$ cat src/rtl/demod_pkg.sv
// demod_pkg: shared definitions for the symbol demodulator.
//   state_t     - reassembly FSM states
//   NIB_MSB     - top bit of the data nibble inside a symbol
//   PAR_BIT     - position of the odd-parity bit inside a symbol
//   DEF_TIMEOUT - default idle limit between high and low symbol
package demod_pkg;

  typedef enum logic {
    WAIT_HI = 1'b0,
    WAIT_LO = 1'b1
  } state_t;

  localparam int NIB_MSB     = 3;
  localparam int PAR_BIT     = 4;
  localparam int DEF_TIMEOUT = 16;

endpackage

$ cat src/rtl/demod_out_buf.sv
// demod_out_buf: write-side buffer between the byte reassembler and the
// receive FIFO. Holds one pending byte while the FIFO is full.
//   clk, rst_n      - clock, async active-low reset
//   byte_in[7:0]    - completed byte
//   byte_vld        - byte_in completes this cycle
//   full            - downstream full; blocks writes
//   data_out[7:0]   - registered write data
//   wr              - one-cycle write strobe
//   ovf             - sticky: a byte was dropped because pending was occupied
module demod_out_buf
  import demod_pkg::*;
(
  input  logic       clk,
  input  logic       rst_n,
  input  logic [7:0] byte_in,
  input  logic       byte_vld,
  input  logic       full,
  output logic [7:0] data_out,
  output logic       wr,
  output logic       ovf
);

  logic [7:0] pend;
  logic       pend_vld;

  always_ff @(posedge clk or negedge rst_n) begin
    if (!rst_n) begin
      data_out <= '0;
      wr       <= 1'b0;
      ovf      <= 1'b0;
      pend     <= '0;
      pend_vld <= 1'b0;
    end else begin
      wr <= 1'b0;
      if (pend_vld) begin
        if (!full) begin
          // pending goes out first; a byte completing now refills the slot
          data_out <= pend;
          wr       <= 1'b1;
          if (byte_vld) pend <= byte_in;
          else          pend_vld <= 1'b0;
        end else if (byte_vld) begin
          ovf <= 1'b1;
        end
      end else if (byte_vld) begin
        if (!full) begin
          data_out <= byte_in;
          wr       <= 1'b1;
        end else begin
          pend     <= byte_in;
          pend_vld <= 1'b1;
        end
      end
    end
  end

endmodule

$ cat src/rtl/demod.sv
// demod: receive-side symbol demodulator. Checks odd parity on each 5-bit
// symbol, pairs nibbles (high first) into bytes and hands them to the
// output buffer.
//   clk, rst_n     - clock, async active-low reset
//   mod_en         - symbol valid strobe
//   dmod[4:0]      - [3:0] nibble, [4] odd-parity bit
//   full           - downstream buffer full
//   data_out[7:0]  - reassembled byte
//   wr             - write strobe
//   par_err        - one-cycle pulse after a bad-parity symbol
//   ovf            - sticky overflow
//   err_cnt        - saturating count of parity errors and timeouts
//
// state   | meaning
// WAIT_HI | expecting the high nibble symbol
// WAIT_LO | high nibble held; expecting low nibble, idle cycles counted
module demod
  import demod_pkg::*;
#(
  parameter int TIMEOUT = DEF_TIMEOUT,
  parameter int ERR_W   = 8
) (
  input  logic             clk,
  input  logic             rst_n,
  input  logic             mod_en,
  input  logic [4:0]       dmod,
  input  logic             full,
  output logic [7:0]       data_out,
  output logic             wr,
  output logic             par_err,
  output logic             ovf,
  output logic [ERR_W-1:0] err_cnt
);

  localparam int TO_W = $clog2(TIMEOUT + 1);
  localparam logic [TO_W-1:0] TO_LAST = TO_W'(TIMEOUT - 1);

  state_t          state;
  logic [3:0]      hi;
  logic [TO_W-1:0] to_cnt;

  logic good;
  logic timeout;
  logic err_inc;
  logic byte_vld;

  assign good     = dmod[PAR_BIT] ^ (^dmod[NIB_MSB:0]);
  // idle cycles only advance the timer, so a symbol always beats a timeout
  assign timeout  = (state == WAIT_LO) && !mod_en && (to_cnt == TO_LAST);
  assign err_inc  = (mod_en && !good) || timeout;
  assign byte_vld = (state == WAIT_LO) && mod_en && good;

  always_ff @(posedge clk or negedge rst_n) begin
    if (!rst_n) begin
      state   <= WAIT_HI;
      hi      <= '0;
      to_cnt  <= '0;
      par_err <= 1'b0;
      err_cnt <= '0;
    end else begin
      par_err <= mod_en && !good;
      if (err_inc && (err_cnt != {ERR_W{1'b1}}))
        err_cnt <= err_cnt + ERR_W'(1);
      case (state)
        WAIT_HI: begin
          if (mod_en && good) begin
            hi     <= dmod[NIB_MSB:0];
            to_cnt <= '0;
            state  <= WAIT_LO;
          end
        end
        WAIT_LO: begin
          if (mod_en) begin
            // good or bad, the pair is finished; bad drops the high nibble
            state  <= WAIT_HI;
            to_cnt <= '0;
          end else if (timeout) begin
            state  <= WAIT_HI;
            to_cnt <= '0;
            hi     <= '0;
          end else begin
            to_cnt <= to_cnt + TO_W'(1);
          end
        end
        default: state <= WAIT_HI;
      endcase
    end
  end

  demod_out_buf u_out_buf (
    .clk      (clk),
    .rst_n    (rst_n),
    .byte_in  ({hi, dmod[NIB_MSB:0]}),
    .byte_vld (byte_vld),
    .full     (full),
    .data_out (data_out),
    .wr       (wr),
    .ovf      (ovf)
  );

endmodule

$ cat config.mk
export PLATFORM = sky130hd
export DESIGN_NAME = demod
export DESIGN_NICKNAME = d
export VERILOG_FILES = /design/src/rtl/demod_pkg.sv /design/src/rtl/demod_out_buf.sv /design/src/rtl/demod.sv
export SDC_FILE = /design/constraint.sdc
export NUM_CORES = 1
export LEC_CHECK = 0
export ABC_AREA = 1
export BUFFER_PORTS_ARGS = -buffer_cell sky130_fd_sc_hd__clkbuf_2
export CORE_MARGIN = 2
export CORE_UTILIZATION = 60
export CTS_CLUSTER_SIZE = 25
export DETAILED_ROUTE_END_ITERATION = 10
export GPL_ROUTABILITY_DRIVEN = 0
export PLACE_DENSITY = 0.9
export SYNTH_ARGS = -nofsm -noshare
export SYNTH_HDL_FRONTEND = slang
export SYNTH_HIERARCHICAL = 1
export SYNTH_SLANG_ARGS = --single-unit
export TNS_END_PERCENT = 100
$ cat constraint.sdc
create_clock -name clk -period 2.55 [get_ports clk]
set_clock_uncertainty 0.15 [all_clocks]
set_input_delay 0.255 -clock clk [delete_from_list [all_inputs] [get_ports clk]]
set_output_delay 0.255 -clock clk [all_outputs]
set_load 0.02 [all_outputs]
### Yosys cells after proc, flatten, opt, wreduce, memory -nomap -nowiden

Index checks and enable logic that the tools add are counted.

* register bits: 38
* input bits: 9
* word-level logic and storage cells: 67

* add/sub/neg operators: 2
* equal/unequal tests: 7
* muxes and demuxes: 29
* bitwise gates (word level): 2
* reductions and logical operators: 17

Operators by type and width (count)
* $mux 8: 9
* $mux 5: 3
* $mux 4: 3
* $reduce_and 3->1: 4
* $mux 1: 11
* $pmux 5 s2: 1
* $add 8x1->8 const B: 1
* $ne 2x2->1 const B: 4
* $ne 8x8->1 const B: 1
* $pmux 4 s2: 1
* $logic_and 1x1->1: 7
* $add 5x1->5 const B: 1
* $eq 5x4->1 const B: 1
* $reduce_bool 2->1: 2
* $reduce_xor 4->1: 1
* $logic_not 1->1: 2
* $ne 2x1->1 const B: 1
* $pmux 1 s2: 1
* $logic_or 1x1->1: 1
* $not 1->1: 1
* $xor 1x1->1: 1

### Logic depth before layout (Yosys ltp)

* depth in word-level cells: 6
* depth in mapped cells: 14

### Modules after synthesis

Netlist, hierarchy kept.

By module, submodules not included
* demod: instances 1, cells each 123, area each 1039.7 µm², sequential area each 475.5 µm²
* demod_out_buf: instances 1, cells each 103, area each 853.3 µm², sequential area each 475.5 µm²

### Worst setup path after synthesis

Ideal clock, no wire load.

* path type: input to register
* from: input port dmod[2]
* to: register u_out_buf.pend[0]
* data arrival time: 1464 ps
* data required time: 2283 ps
* path slack: 820 ps
* stages: 10
* path buffers: 0
* cell sequence: xor2_1 -> nand3_1 -> nand2_2 -> nand2_2 -> nor2_1 -> nand2_1 -> nand2_4 -> nand2_4 -> nand2_1 -> nand2_1

* word-level cells in the longest chain between the ends: 4

Ends and longest elaborated chain
* from (decl): RTL line demod.sv:26 `input logic [4:0] dmod,`
* $reduce_xor 4->1: RTL line demod.sv:47 `assign good = dmod[PAR_BIT] ^ (^dmod[NIB_MSB:0]);`
* $xor 1x1->1: RTL line demod.sv:47
* $logic_and 1x1->1: RTL line demod.sv:51 `assign byte_vld = (state == WAIT_LO) && mod_en && good;`
* net byte_vld: RTL line demod.sv:45 `logic byte_vld;`
* $reduce_and 3->1 (no line)
* to (signal assigned): RTL line demod_out_buf.sv:40 `if (byte_vld) pend <= byte_in;`
* to (signal assigned): RTL line demod_out_buf.sv:50 `pend <= byte_in;`
* to (decl): RTL line demod_out_buf.sv:23 `logic [7:0] pend;`

The timed path passes the listed nets, and every way through them passes these cells.
A chain may end at the register's enable or synchronous reset.

### Worst setup path in the final report

* from: register state
* to: register u_out_buf.pend[6]

* word-level cells in the longest chain between the ends: 3

Ends and longest elaborated chain
* from (decl): RTL line demod.sv:38 `state_t state;`
* from (signal assigned): RTL line demod.sv:55 `state <= WAIT_HI;`
* from (signal assigned): RTL line demod.sv:69 `state <= WAIT_LO;`
* from (signal assigned): RTL line demod.sv:75 `state <= WAIT_HI;`
* $logic_and 1x1->1 (2 in series): RTL line demod.sv:51
* net byte_vld: RTL line demod.sv:45
* $reduce_and 3->1 (no line)

The timed path passes the listed nets, and every way through them passes these cells.

==> results.md <==
- Status: complete, no violations
- Synthesized cell area: 1893 µm²
- Clock transition at path regs: 0.10 ns
- Post-route ant nets: 0
- Max Slew Vio Count: 0
- Full die area: 3620 µm²
- CP Launch Type: flip-flop
- Final setup fails: 0
- Total negative slack: 0 ns
- Drt drc: 0
- Row cnt: 20
- Adder-cell share of the synthesized area: 1.322%
- Unrepaired setup endpoints after global routing: false
- Synthesized area per cell: 8.376 µm²
- Largest net degree at the start of global routing: 39
- DRT Pass-1 Iters: 4
- Worst hold path class: in2reg
- Pwr/cell area: 866.8 nW/µm²
- Most common cell after layout, fill and taps aside: nand2_1
- Vias: 1570
- Syn-to-layout area delta: 12.69%
- Leading area contributor after synthesis: dfrtp_1
- Maximum capacitance violations: 0
- Worst setup margin: 0.6852 ns
- Post-synth net total: 237
- Slew Limit Headroom: 37.85%
- Period Utilization, post-route: 73.13%
- Nets: 268
- Compound-Gate Fraction of Synth Area: 4.230%
- PortBufs: 27
- Hpwl dp: 2.615 mm
- CTS tree: done
- H-tree Lvls: 2
- Leak pwr: 1.163 nW
- Register area share after synthesis: 50.23%
- Average wire per standard cell: 12.40 µm
- Critical Path Sink Type: flip-flop
- Die Y: 60.17 µm
- Dpl ws: 0.3595 ns
- Synth Area in Simple Gates: 35.89%
- Ys Warns: 6
- Skew-Pair Late Insertion Delay: 0.35 ns
- Arr. time, crit path: 1.96 ns
- Post-CTS resize count: 0
- Drt total wl: 3.746 mm
- Vias in the first global route: 1423
- Iteration-0 DRC Markers: 60
- Finished Layout Cells: 302
- Top cell type's share of synthesized area: 50.23%
- Fraction of layout cells with a size suffix above 1: 20.16%
- Fin crit period: 1.865 ns
- Achievable frequency: 536.2 MHz
- Crit Path Max Fanout: 13
- Ranking of synthesized cells by area: dfrtp_1, nand2_1, nand3_1, inv_1, xor2_1
- Clock sink count: 38
- Commonest non-fill, non-tap cells in the layout: nand2_1, dfrtp_1, nand3_1, clkbuf_2, inv_1
- TritonCTS Buffers: 5
- Initial antenna violation count: 0
- Syn Inst Count: 226
- Core area: 3028 µm²
- Largest family of logic cells by synthesized area: simple AND/OR/NAND/NOR gates
- Worst Path Required: 2.64 ns
- Vias per cell: 5.199
- N_diodes: 0
- Final hold violations: 0
- First-pass GRT wire length: 6.382 mm
- Clock buffer depth: 2
- Unique masters post-synth: 24
- Worst slew pin tran: 0.9322 ns
- I/O pin count: 28
- Core Util, Final: 70.45%
- Worst Setup Path Type: reg2reg
- Post-synthesis mux area share: 0%
- Overflow after GRT: 0
- Max VDD drop: 0.0006215 V
- Placed instance area: 2063 µm²
- CTS root buf: clkbuf_4
- All-layer global routing usage: 23.99%
- Starting Density: 62.52%
- Placed Cells: 293
- Die Wd: 60.17 µm
- Final instance area: 2133 µm²
- XOR/XNOR Fraction of Synth Area: 3.701%
- Yosys reg bits: 38
==> worst max-delay path: stages (launching register included) <==
cell and delay (ns):
dfrtp_1 0.45, inv_1 0.23, nor2_1 0.35, nand2_1 0.17
nand2_4 0.18, nand2_4 0.09, nand2_1 0.08, nand2_1 0.05
==> synthesized netlist by cell type, drive strengths merged <==
cell    instances
o21bai          1
nand2          89
nand3b          1
xor2            7
inv            18
xnor2           1
buf             2
nand3          38
nor2            8
or2             1
a31o            1
nand4           5
o21ai          12
clkbuf          2
ha              2
dfrtp          38
==> routing by layer <==
layer / track usage [%] / wire length (µm) / vias up
met2: 40.37 / 1879 / 43
li1: - / - / 794
met3: 6.277 / 179 / 7
met5: 0 / 0 / -
met1: 28.87 / 1635 / 726
met4: 10.16 / 52 / 0
==> registers in the layout (all words and copies together), names as in the netlist <==
register            flops
par_err                 1
to_cnt                  5
hi                      4
state                   1
err_cnt                 8
u_out_buf/pend_vld      1
u_out_buf/ovf           1
u_out_buf/wr            1
u_out_buf/data_out      8
u_out_buf/pend          8
==> repair_timing <==
item                                   in CTS  in global routing
setup endpoints to repair                   0                  0
hold buffers                                1                  0
endpoints found under the hold margin      38                  0
setup buffers                               0                  0
==> stage by stage <==
stage	hold slack (ns)	power (mW)
floorplan	-0.1906	1.328
global placement	0.2742	1.498
detailed placement	0.2882	1.530
CTS	0.03747	1.858
global route	0.03439	1.988
finish	0.04182	1.849
==> path summary, 6_finish.rpt <==
check / cells past startpoint / slack (ns) / from / end
worst max-delay path: 7 / 0.69 / state$_DFF_PN0_ / u_out_buf/pend[6]$_DFFE_PN0P_
worst min-delay path: 2 / 0.04 / full / u_out_buf/wr$_DFF_PN0_
max in group asynchronous: 2 / 1.26 / rst_n / to_cnt[1]$_DFFE_PN0P_
min in group asynchronous: 2 / 0.41 / rst_n / u_out_buf/data_out[5]$_DFFE_PN0P_
worst max register to register: 7 / 0.69 / state$_DFF_PN0_ / u_out_buf/pend[6]$_DFFE_PN0P_
worst min register to register: 2 / 0.34 / u_out_buf/data_out[2]$_DFFE_PN0P_ / u_out_buf/data_out[2]$_DFFE_PN0P_
==> power breakdown <==
group | internal, mW | switching, mW | leakage, nW
sequential | 0.794 | 0.154 | 0.495
clock | 0.134 | 0.197 | 0.0353
combinational | 0.204 | 0.368 | 0.632
==> logic make-up after synthesis <==
group | after synthesis
flops | 38
compound gates | 14
buf+inv | 22
fa+ha+maj | 2
simple gates | 142
xor+xnor | 8
==> area by class of cell <==
cell class	count	area [µm²]
Clock buffer	7	55.05
Clock inverter	1	5.005
Fill cell	242	894.6
Inverter	18	67.56
Multi-Input combinational cell	166	854.6
Sequential cell	38	950.9
Tap cell	44	55.05
Timing Repair Buffer	28	145.1
No activity file was read; power rests on OpenSTA's default activity.
